$ cat src/rtl/swg_controller_dyn.sv
// Runtime-configurable sliding-window-generator loop controller.
// Walks an H > W > KH > KW > SIMD nested loop and streams one
// (head increment, tail increment, last) tuple per accepted beat.
// Settings are written into shadow registers and become active only
// at a frame boundary, so a running frame never sees a partial update.
module swg_controller_dyn #(
  parameter int CNT_BITS      = 16,
  parameter int INCR_BITWIDTH = 12,
  parameter int DEF_CNT_H     = 4,
  parameter int DEF_CNT_W     = 4,
  parameter int DEF_CNT_KH    = 3,
  parameter int DEF_CNT_KW    = 3,
  parameter int DEF_CNT_SIMD  = 2,
  parameter int DEF_HEAD_SIMD = 1,
  parameter int DEF_HEAD_KW   = 1,
  parameter int DEF_HEAD_KH   = 10,
  parameter int DEF_HEAD_W    = 1,
  parameter int DEF_HEAD_H    = 1,
  parameter int DEF_TAIL_W    = 1,
  parameter int DEF_TAIL_H    = 1,
  parameter int DEF_TAIL_LAST = 1,
  parameter int DEF_DEPTHWISE = 0,
  localparam int CFG_W = (CNT_BITS > INCR_BITWIDTH) ? CNT_BITS : INCR_BITWIDTH
) (
  input  logic                     clk,
  input  logic                     rst,
  input  logic                     cfg_we,
  input  logic [3:0]               cfg_addr,
  input  logic [CFG_W-1:0]         cfg_wdata,
  input  logic                     cfg_commit,
  output logic                     cfg_pending,
  input  logic                     en,
  output logic                     out_valid,
  input  logic                     out_ready,
  output logic [INCR_BITWIDTH-1:0] addr_incr,
  output logic [INCR_BITWIDTH-1:0] tail_incr,
  output logic                     out_last,
  output logic                     frame_done
);

  // Level order everywhere below: 0=H, 1=W, 2=KH, 3=KW, 4=SIMD.
  localparam logic [CNT_BITS-1:0] DEF_CNT [5] = '{
    CNT_BITS'(DEF_CNT_H), CNT_BITS'(DEF_CNT_W), CNT_BITS'(DEF_CNT_KH),
    CNT_BITS'(DEF_CNT_KW), CNT_BITS'(DEF_CNT_SIMD)};
  localparam logic [INCR_BITWIDTH-1:0] DEF_HEAD [5] = '{
    INCR_BITWIDTH'(DEF_HEAD_H), INCR_BITWIDTH'(DEF_HEAD_W), INCR_BITWIDTH'(DEF_HEAD_KH),
    INCR_BITWIDTH'(DEF_HEAD_KW), INCR_BITWIDTH'(DEF_HEAD_SIMD)};
  // Tail order: 0=W, 1=H, 2=LAST.
  localparam logic [INCR_BITWIDTH-1:0] DEF_TAIL [3] = '{
    INCR_BITWIDTH'(DEF_TAIL_W), INCR_BITWIDTH'(DEF_TAIL_H), INCR_BITWIDTH'(DEF_TAIL_LAST)};
  localparam logic DEF_DW = (DEF_DEPTHWISE != 0);

  logic [CNT_BITS-1:0]      actCnt_q [5];
  logic [CNT_BITS-1:0]      shCnt_q [5];
  logic [CNT_BITS-1:0]      shCnt_d [5];
  logic [INCR_BITWIDTH-1:0] actHead_q [5];
  logic [INCR_BITWIDTH-1:0] shHead_q [5];
  logic [INCR_BITWIDTH-1:0] shHead_d [5];
  logic [INCR_BITWIDTH-1:0] actTail_q [3];
  logic [INCR_BITWIDTH-1:0] shTail_q [3];
  logic [INCR_BITWIDTH-1:0] shTail_d [3];
  logic                     actDw_q, shDw_q, shDw_d;
  logic                     cfgPending_q;

  logic [CNT_BITS-1:0]      idx_q [5];
  logic                     outValid_q, outLast_q, frameDone_q;
  logic [INCR_BITWIDTH-1:0] addrIncr_q, tailIncr_q, nextAddr_q;

  logic [CNT_BITS-1:0]      actLast [5];
  logic [CNT_BITS-1:0]      useLast [5];
  logic [CNT_BITS-1:0]      nxtIdx [5];
  logic [CNT_BITS-1:0]      loadIdx [5];
  logic [INCR_BITWIDTH-1:0] useTail [3];
  logic [INCR_BITWIDTH-1:0] stepAddr, loadAddr, loadTail;
  logic                     useDw, carry, idxZero, hs, commitReq, applyNow, loadLast;

  // A programmed count of zero behaves like a count of one.
  function automatic logic [CNT_BITS-1:0] lastOf(input logic [CNT_BITS-1:0] c);
    lastOf = (c == '0) ? '0 : c - 1'b1;
  endfunction

  // Shadow register file next-state: host writes land here only.
  always_comb begin
    shCnt_d  = shCnt_q;
    shHead_d = shHead_q;
    shTail_d = shTail_q;
    shDw_d   = shDw_q;
    if (cfg_we) begin
      case (cfg_addr)
        4'd0:    shCnt_d[0]  = cfg_wdata[CNT_BITS-1:0];
        4'd1:    shCnt_d[1]  = cfg_wdata[CNT_BITS-1:0];
        4'd2:    shCnt_d[2]  = cfg_wdata[CNT_BITS-1:0];
        4'd3:    shCnt_d[3]  = cfg_wdata[CNT_BITS-1:0];
        4'd4:    shCnt_d[4]  = cfg_wdata[CNT_BITS-1:0];
        4'd5:    shHead_d[4] = cfg_wdata[INCR_BITWIDTH-1:0];
        4'd6:    shHead_d[3] = cfg_wdata[INCR_BITWIDTH-1:0];
        4'd7:    shHead_d[2] = cfg_wdata[INCR_BITWIDTH-1:0];
        4'd8:    shHead_d[1] = cfg_wdata[INCR_BITWIDTH-1:0];
        4'd9:    shHead_d[0] = cfg_wdata[INCR_BITWIDTH-1:0];
        4'd10:   shTail_d[0] = cfg_wdata[INCR_BITWIDTH-1:0];
        4'd11:   shTail_d[1] = cfg_wdata[INCR_BITWIDTH-1:0];
        4'd12:   shTail_d[2] = cfg_wdata[INCR_BITWIDTH-1:0];
        4'd13:   shDw_d      = cfg_wdata[0];
        default: ;
      endcase
    end
  end

  // Loop stepping, commit decision and the tuple to present next.
  always_comb begin
    for (int i = 0; i < 5; i++) actLast[i] = lastOf(actCnt_q[i]);

    // Odometer step from the innermost level; the first level that does not
    // wrap is the outermost one that changed and supplies the head increment.
    carry    = 1'b1;
    stepAddr = '0;
    for (int i = 4; i >= 0; i--) begin
      nxtIdx[i] = idx_q[i];
      if (carry) begin
        if (idx_q[i] == actLast[i]) begin
          nxtIdx[i] = '0;
        end else begin
          nxtIdx[i] = idx_q[i] + 1'b1;
          stepAddr  = actHead_q[i];
          carry     = 1'b0;
        end
      end
    end

    idxZero = 1'b1;
    for (int i = 0; i < 5; i++) if (idx_q[i] != '0) idxZero = 1'b0;

    hs        = outValid_q && out_ready;
    commitReq = cfgPending_q || cfg_commit;
    applyNow  = commitReq && ((hs && outLast_q) || (!outValid_q && idxZero));

    // A tuple loaded at a commit boundary is the first beat of the new frame.
    for (int i = 0; i < 5; i++) useLast[i] = lastOf(applyNow ? shCnt_d[i] : actCnt_q[i]);
    for (int i = 0; i < 3; i++) useTail[i] = applyNow ? shTail_d[i] : actTail_q[i];
    useDw = applyNow ? shDw_d : actDw_q;

    for (int i = 0; i < 5; i++) loadIdx[i] = outValid_q ? nxtIdx[i] : idx_q[i];
    loadAddr = outValid_q ? stepAddr : nextAddr_q;

    loadLast = 1'b1;
    for (int i = 0; i < 5; i++) if (loadIdx[i] != useLast[i]) loadLast = 1'b0;

    if (useDw && (loadIdx[2] < useLast[2]))  loadTail = INCR_BITWIDTH'(1);
    else if (loadIdx[1] < useLast[1])        loadTail = useTail[0];
    else if (loadIdx[0] < useLast[0])        loadTail = useTail[1];
    else                                     loadTail = useTail[2];
  end

  // Shadow/active configuration registers and the pending-commit flag.
  always_ff @(posedge clk or posedge rst) begin
    if (rst) begin
      actCnt_q     <= DEF_CNT;
      shCnt_q      <= DEF_CNT;
      actHead_q    <= DEF_HEAD;
      shHead_q     <= DEF_HEAD;
      actTail_q    <= DEF_TAIL;
      shTail_q     <= DEF_TAIL;
      actDw_q      <= DEF_DW;
      shDw_q       <= DEF_DW;
      cfgPending_q <= 1'b0;
    end else begin
      shCnt_q      <= shCnt_d;
      shHead_q     <= shHead_d;
      shTail_q     <= shTail_d;
      shDw_q       <= shDw_d;
      cfgPending_q <= commitReq && !applyNow;
      if (applyNow) begin
        actCnt_q  <= shCnt_d;
        actHead_q <= shHead_d;
        actTail_q <= shTail_d;
        actDw_q   <= shDw_d;
      end
    end
  end

  // Loop indices and the registered output tuple with its handshake.
  always_ff @(posedge clk or posedge rst) begin
    if (rst) begin
      idx_q       <= '{default: '0};
      outValid_q  <= 1'b0;
      outLast_q   <= 1'b0;
      frameDone_q <= 1'b0;
      addrIncr_q  <= '0;
      tailIncr_q  <= '0;
      nextAddr_q  <= '0;
    end else begin
      frameDone_q <= hs && outLast_q;
      if (hs) idx_q <= nxtIdx;
      if ((hs || !outValid_q) && en) begin
        outValid_q <= 1'b1;
        addrIncr_q <= loadAddr;
        tailIncr_q <= loadTail;
        outLast_q  <= loadLast;
      end else if (hs) begin
        outValid_q <= 1'b0;
        nextAddr_q <= stepAddr;
      end
    end
  end

  assign cfg_pending = cfgPending_q;
  assign out_valid   = outValid_q;
  assign addr_incr   = addrIncr_q;
  assign tail_incr   = tailIncr_q;
  assign out_last    = outLast_q;
  assign frame_done  = frameDone_q;

endmodule

$ cat config.mk
export PLATFORM = sky130hd
export DESIGN_NAME = swg_controller_dyn
export DESIGN_NICKNAME = d
export VERILOG_FILES = /design/src/rtl/swg_controller_dyn.sv
export SDC_FILE = /design/constraint.sdc
export NUM_CORES = 2
export LEC_CHECK = 0
export ABC_AREA = 1
export BUFFER_PORTS_ARGS = -buffer_cell sky130_fd_sc_hd__buf_4
export CORE_MARGIN = 4
export CORE_UTILIZATION = 30
export CTS_BUF_LIST = sky130_fd_sc_hd__clkbuf_8
export DETAILED_ROUTE_END_ITERATION = 16
export GPL_ROUTABILITY_DRIVEN = 1
export PLACE_DENSITY = 0.45
export SLEW_MARGIN = 20
export SYNTH_ARGS = -nofsm -noshare
export SYNTH_HDL_FRONTEND = slang
export SYNTH_SLANG_ARGS = --single-unit
$ cat constraint.sdc
create_clock -name clk -period 53 [get_ports clk]
set_input_delay 15.9 -clock clk [delete_from_list [all_inputs] [get_ports clk]]
set_output_delay 15.9 -clock clk [all_outputs]
set_load 0.01 [all_outputs]
==> impl_metrics.json <==
{
  "status": "complete, no violations",
  "fp.dieArea_sq_mm": 0.106,
  "vias": 28500,
  "yosysSeqAreaShare_pct": 39.2,
  "worst_path_max_delay_cell": "clkinv_2",
  "cts_sinks": 474,
  "setup_viol": 0,
  "fmax_mhz": 43.2,
  "grtUsageTotal_pct": 21.0,
  "p_per_area_mw_per_mm2": 34.0,
  "ctsRootBufferMaster": "clkbuf_8",
  "syn_area_per_cell_sq_um": 6.84,
  "ys_ff_latch": 474,
  "max_slew.worst_pin.slew_ns": 1.13,
  "period_share_pct": 43.7,
  "dr.pass1.iters": 6,
  "synth_compound_area_share_pct": 11.2,
  "routed_wl_mm": 113,
  "coreArea_sq_mm": 0.100,
  "cts.clk_slew.worst_paths_ns": 0.06,
  "syn_nets": 4535,
  "row_count": 116,
  "grt-ovfl-total": 0,
  "synth-warning-count": 0,
  "fin_nets": 4543,
  "final_max_slew_viol_count": 0,
  "area_growth_pct": 11.6,
  "port_buffers": 53,
  "worstSetupPathType": "in2reg",
  "netlist_area_sq_mm": 0.0303,
  "initial_core_util_pct": 30.3,
  "cp_common_cell": "nand2_1",
  "async_flop_share_pct": 100,
  "arrival_ns": 23.77,
  "grt_max_degree": 145,
  "antenna_found_initial": 2,
  "die-width_microns": 326,
  "max_stage_delay_ns": 0.77,
  "io_pins": 54,
  "yosys.area_share.adder_pct": 2.97,
  "drt_iter0_drc": 2277,
  "rsz0062_at_grt": "false",
  "cts_setup_buffers": 0,
  "endpoint_kind": "register",
  "final_antenna_net_count": 0,
  "synth_top_family_by_area": "simple AND/OR/NAND/NOR gates",
  "synth-xor-area-share_pct": 3.32,
  "insertion_delay_ns": 0.76,
  "peakVddDrop_uv": 19.3,
  "path_max_fanout": 112,
  "synth_enable_flop_cells": 0,
  "relSlewSlack_pct": 24.7,
  "hold_viol_final": 0,
  "layout-drive-gt1-share_pct": 8.29,
  "gp_congestion": 0.895,
  "fillCellCount": 11100,
  "cts_hold_buf": 0,
  "critPathRequiredTime_ns": 53.62,
  "synth_ff_type": "dfrtp_1",
  "grt_pass1_wl_mm": 172,
  "power_leakage_nw": 17.2,
  "cts_max_level": 3,
  "numCtsBuffers": 95,
  "drc": 0,
  "synth-simple-area-share_pct": 34.1,
  "viasPerCell": 4.90,
  "grt_pass1_vias": 27300,
  "ys_types": 59,
  "timing.hold.ws_ns": 0.468,
  "synthCells": 4437,
  "cts_resized": 0,
  "fin_worst_skew_ns": 0.0644,
  "die_y_microns": 326,
  "worstSetupStartpointType": "input port",
  "cap_violations": 0,
  "cts.path.max_buffers": 3,
  "tns_ns": 0,
  "period_minus_slack_ns": 23.15,
  "cts_tree": "done",
  "dpl.hpwl_mm": 82.4,
  "synthMuxAreaShare_pct": 0.0660,
  "avgRoutedWirePerCell_microns": 19.4,
  "hold_class": "reg2reg"
}
## critical path: cells and delay by family
kind                     cells  cell delay, ns
AND/OR/NAND/NOR             14            3.07
buffers and inverters       10            2.96
AO/OA/AOI/OAI                7            1.24
adder cells (fa/ha/maj)      1            0.32
## synth_stat cells, types with 3 or more instances
cell type	n	share of area, %
buf_6	17	0.63
nand4_1	89	1.8
o21ai_1	41	0.68
a21oi_1	77	1.3
nand2_2	9	0.19
dfrtp_1	442	36
o21ai_2	16	0.46
or2_2	11	0.23
nor4_1	24	0.49
o31ai_1	8	0.20
buf_2	39	0.64
a22oi_1	5	0.12
o211ai_1	6	0.15
inv_2	33	0.41
xor2_1	113	3.3
nor3_1	69	1.1
a31oi_1	21	0.43
inv_1	468	5.8
nand3_1	355	5.9
nand2_1	1453	18
dfstp_2	32	2.8
clkbuf_1	99	1.2
buf_4	3	0.074
nor2_2	19	0.39
o21ai_0	430	7.1
nor3_2	3	0.099
nor3b_1	3	0.074
ha_1	72	3.0
o21a_1	5	0.12
nand3b_1	14	0.35
and2_1	4	0.082
nor2_1	379	4.7
o22ai_1	16	0.33
buf_1	23	0.28
a211oi_1	3	0.074
## metal layers
| metal | up-vias | global-route usage, % | wire (microns) |
|---|---|---|---|
| met5 | - | 0 | 0 |
| met4 | 0 | 6.28 | 3330 |
| met3 | 158 | 3.07 | 5610 |
| met2 | 682 | 32.2 | 48900 |
| met1 | 13400 | 30.6 | 55400 |
| li1 | 14300 | - | - |
## cells by family (layout without fill, tap and decap cells)
logic type               after synthesis  in the layout
XOR/XNOR                             115            115
buffers and inverters                685            770
adder cells (fa/ha/maj)               72             72
multiplexers                           2              2
flip-flops                           474            474
AO/OA/AOI/OAI                        638            638
AND/OR/NAND/NOR                     2451           2451
other                                  0              3
## where the power goes
part	internal, W	switching (W)	leakage [nW]
clock	0.000214	0.000183	1.15
combinational	0.0000957	0.000202	10.1
sequential	0.000417	0.0000411	5.94
## through the flow
stage          util [%]  setup slack, ns  area (sq um)  total power (W)  cells
6_report           33.8            29.85         33900          0.00115   5823
5_1_grt            33.8            28.98         33800          0.00123   5821
4_1_cts            33.8            29.46         33800          0.00117   5820
3_5_place_dp       31.8            28.62         31900         0.000759   5646
3_3_place_gp       31.8            28.83         31900         0.000759   5646
2_1_floorplan         -            23.93         30300         0.000652   4437
## placed cells by master (no fill, tap or decap), types with 6 or more instances in the layout
cell type	n
a21oi_1	77
a31oi_1	21
buf_4	90
clkbuf_8	119
clkinv_2	11
dfrtp_1	441
dfstp_2	32
ha_1	72
inv_1	502
inv_2	32
nand2_1	1451
nand2_2	10
nand3_1	354
nand3b_1	14
nand4_1	89
nor2_1	377
nor2_2	21
nor3_1	67
nor4_1	24
o211ai_1	6
o21ai_0	430
o21ai_1	41
o21ai_2	16
o22ai_1	16
o31ai_1	8
or2_2	11
xor2_1	113
## layout make-up
| cell class | count | area [sq um] | share of cell area, % |
|---|---|---|---|
| multi-input cells | 3278 | 15700 | 46.4 |
| flip-flops and latches | 474 | 11900 | 35.2 |
| inverters | 504 | 1910 | 5.64 |
| clock buffers | 119 | 1640 | 4.84 |
| well taps | 1298 | 1620 | 4.80 |
| repair buffers | 92 | 716 | 2.11 |
| clock inverters | 55 | 345 | 1.02 |
| diodes | 3 | 7.51 | 0.0222 |
## registers in the layout, summed over array words and instances, names as in the netlist, 36 cells and up
signal     cells
actCnt_q      80
actHead_q     60
actTail_q     36
idx_q         80
shCnt_q       80
shHead_q      60
shTail_q      36
## path summary, 6_finish.rpt
check	startpoint	to	slack, ns	cells past startpoint
min in group asynchronous	rst	shTail_q[4]	15.30	2
max reg2reg	out_valid	tail_incr[9]	44.54	31
max	out_ready	tail_incr[9]	29.85	32
min	actHead_q[25]	actHead_q[25]	0.47	2
min reg2reg	actHead_q[25]	actHead_q[25]	0.47	2
max in group asynchronous	rst	idx_q[21]	35.33	4
(Power assumes the default switching activity.)
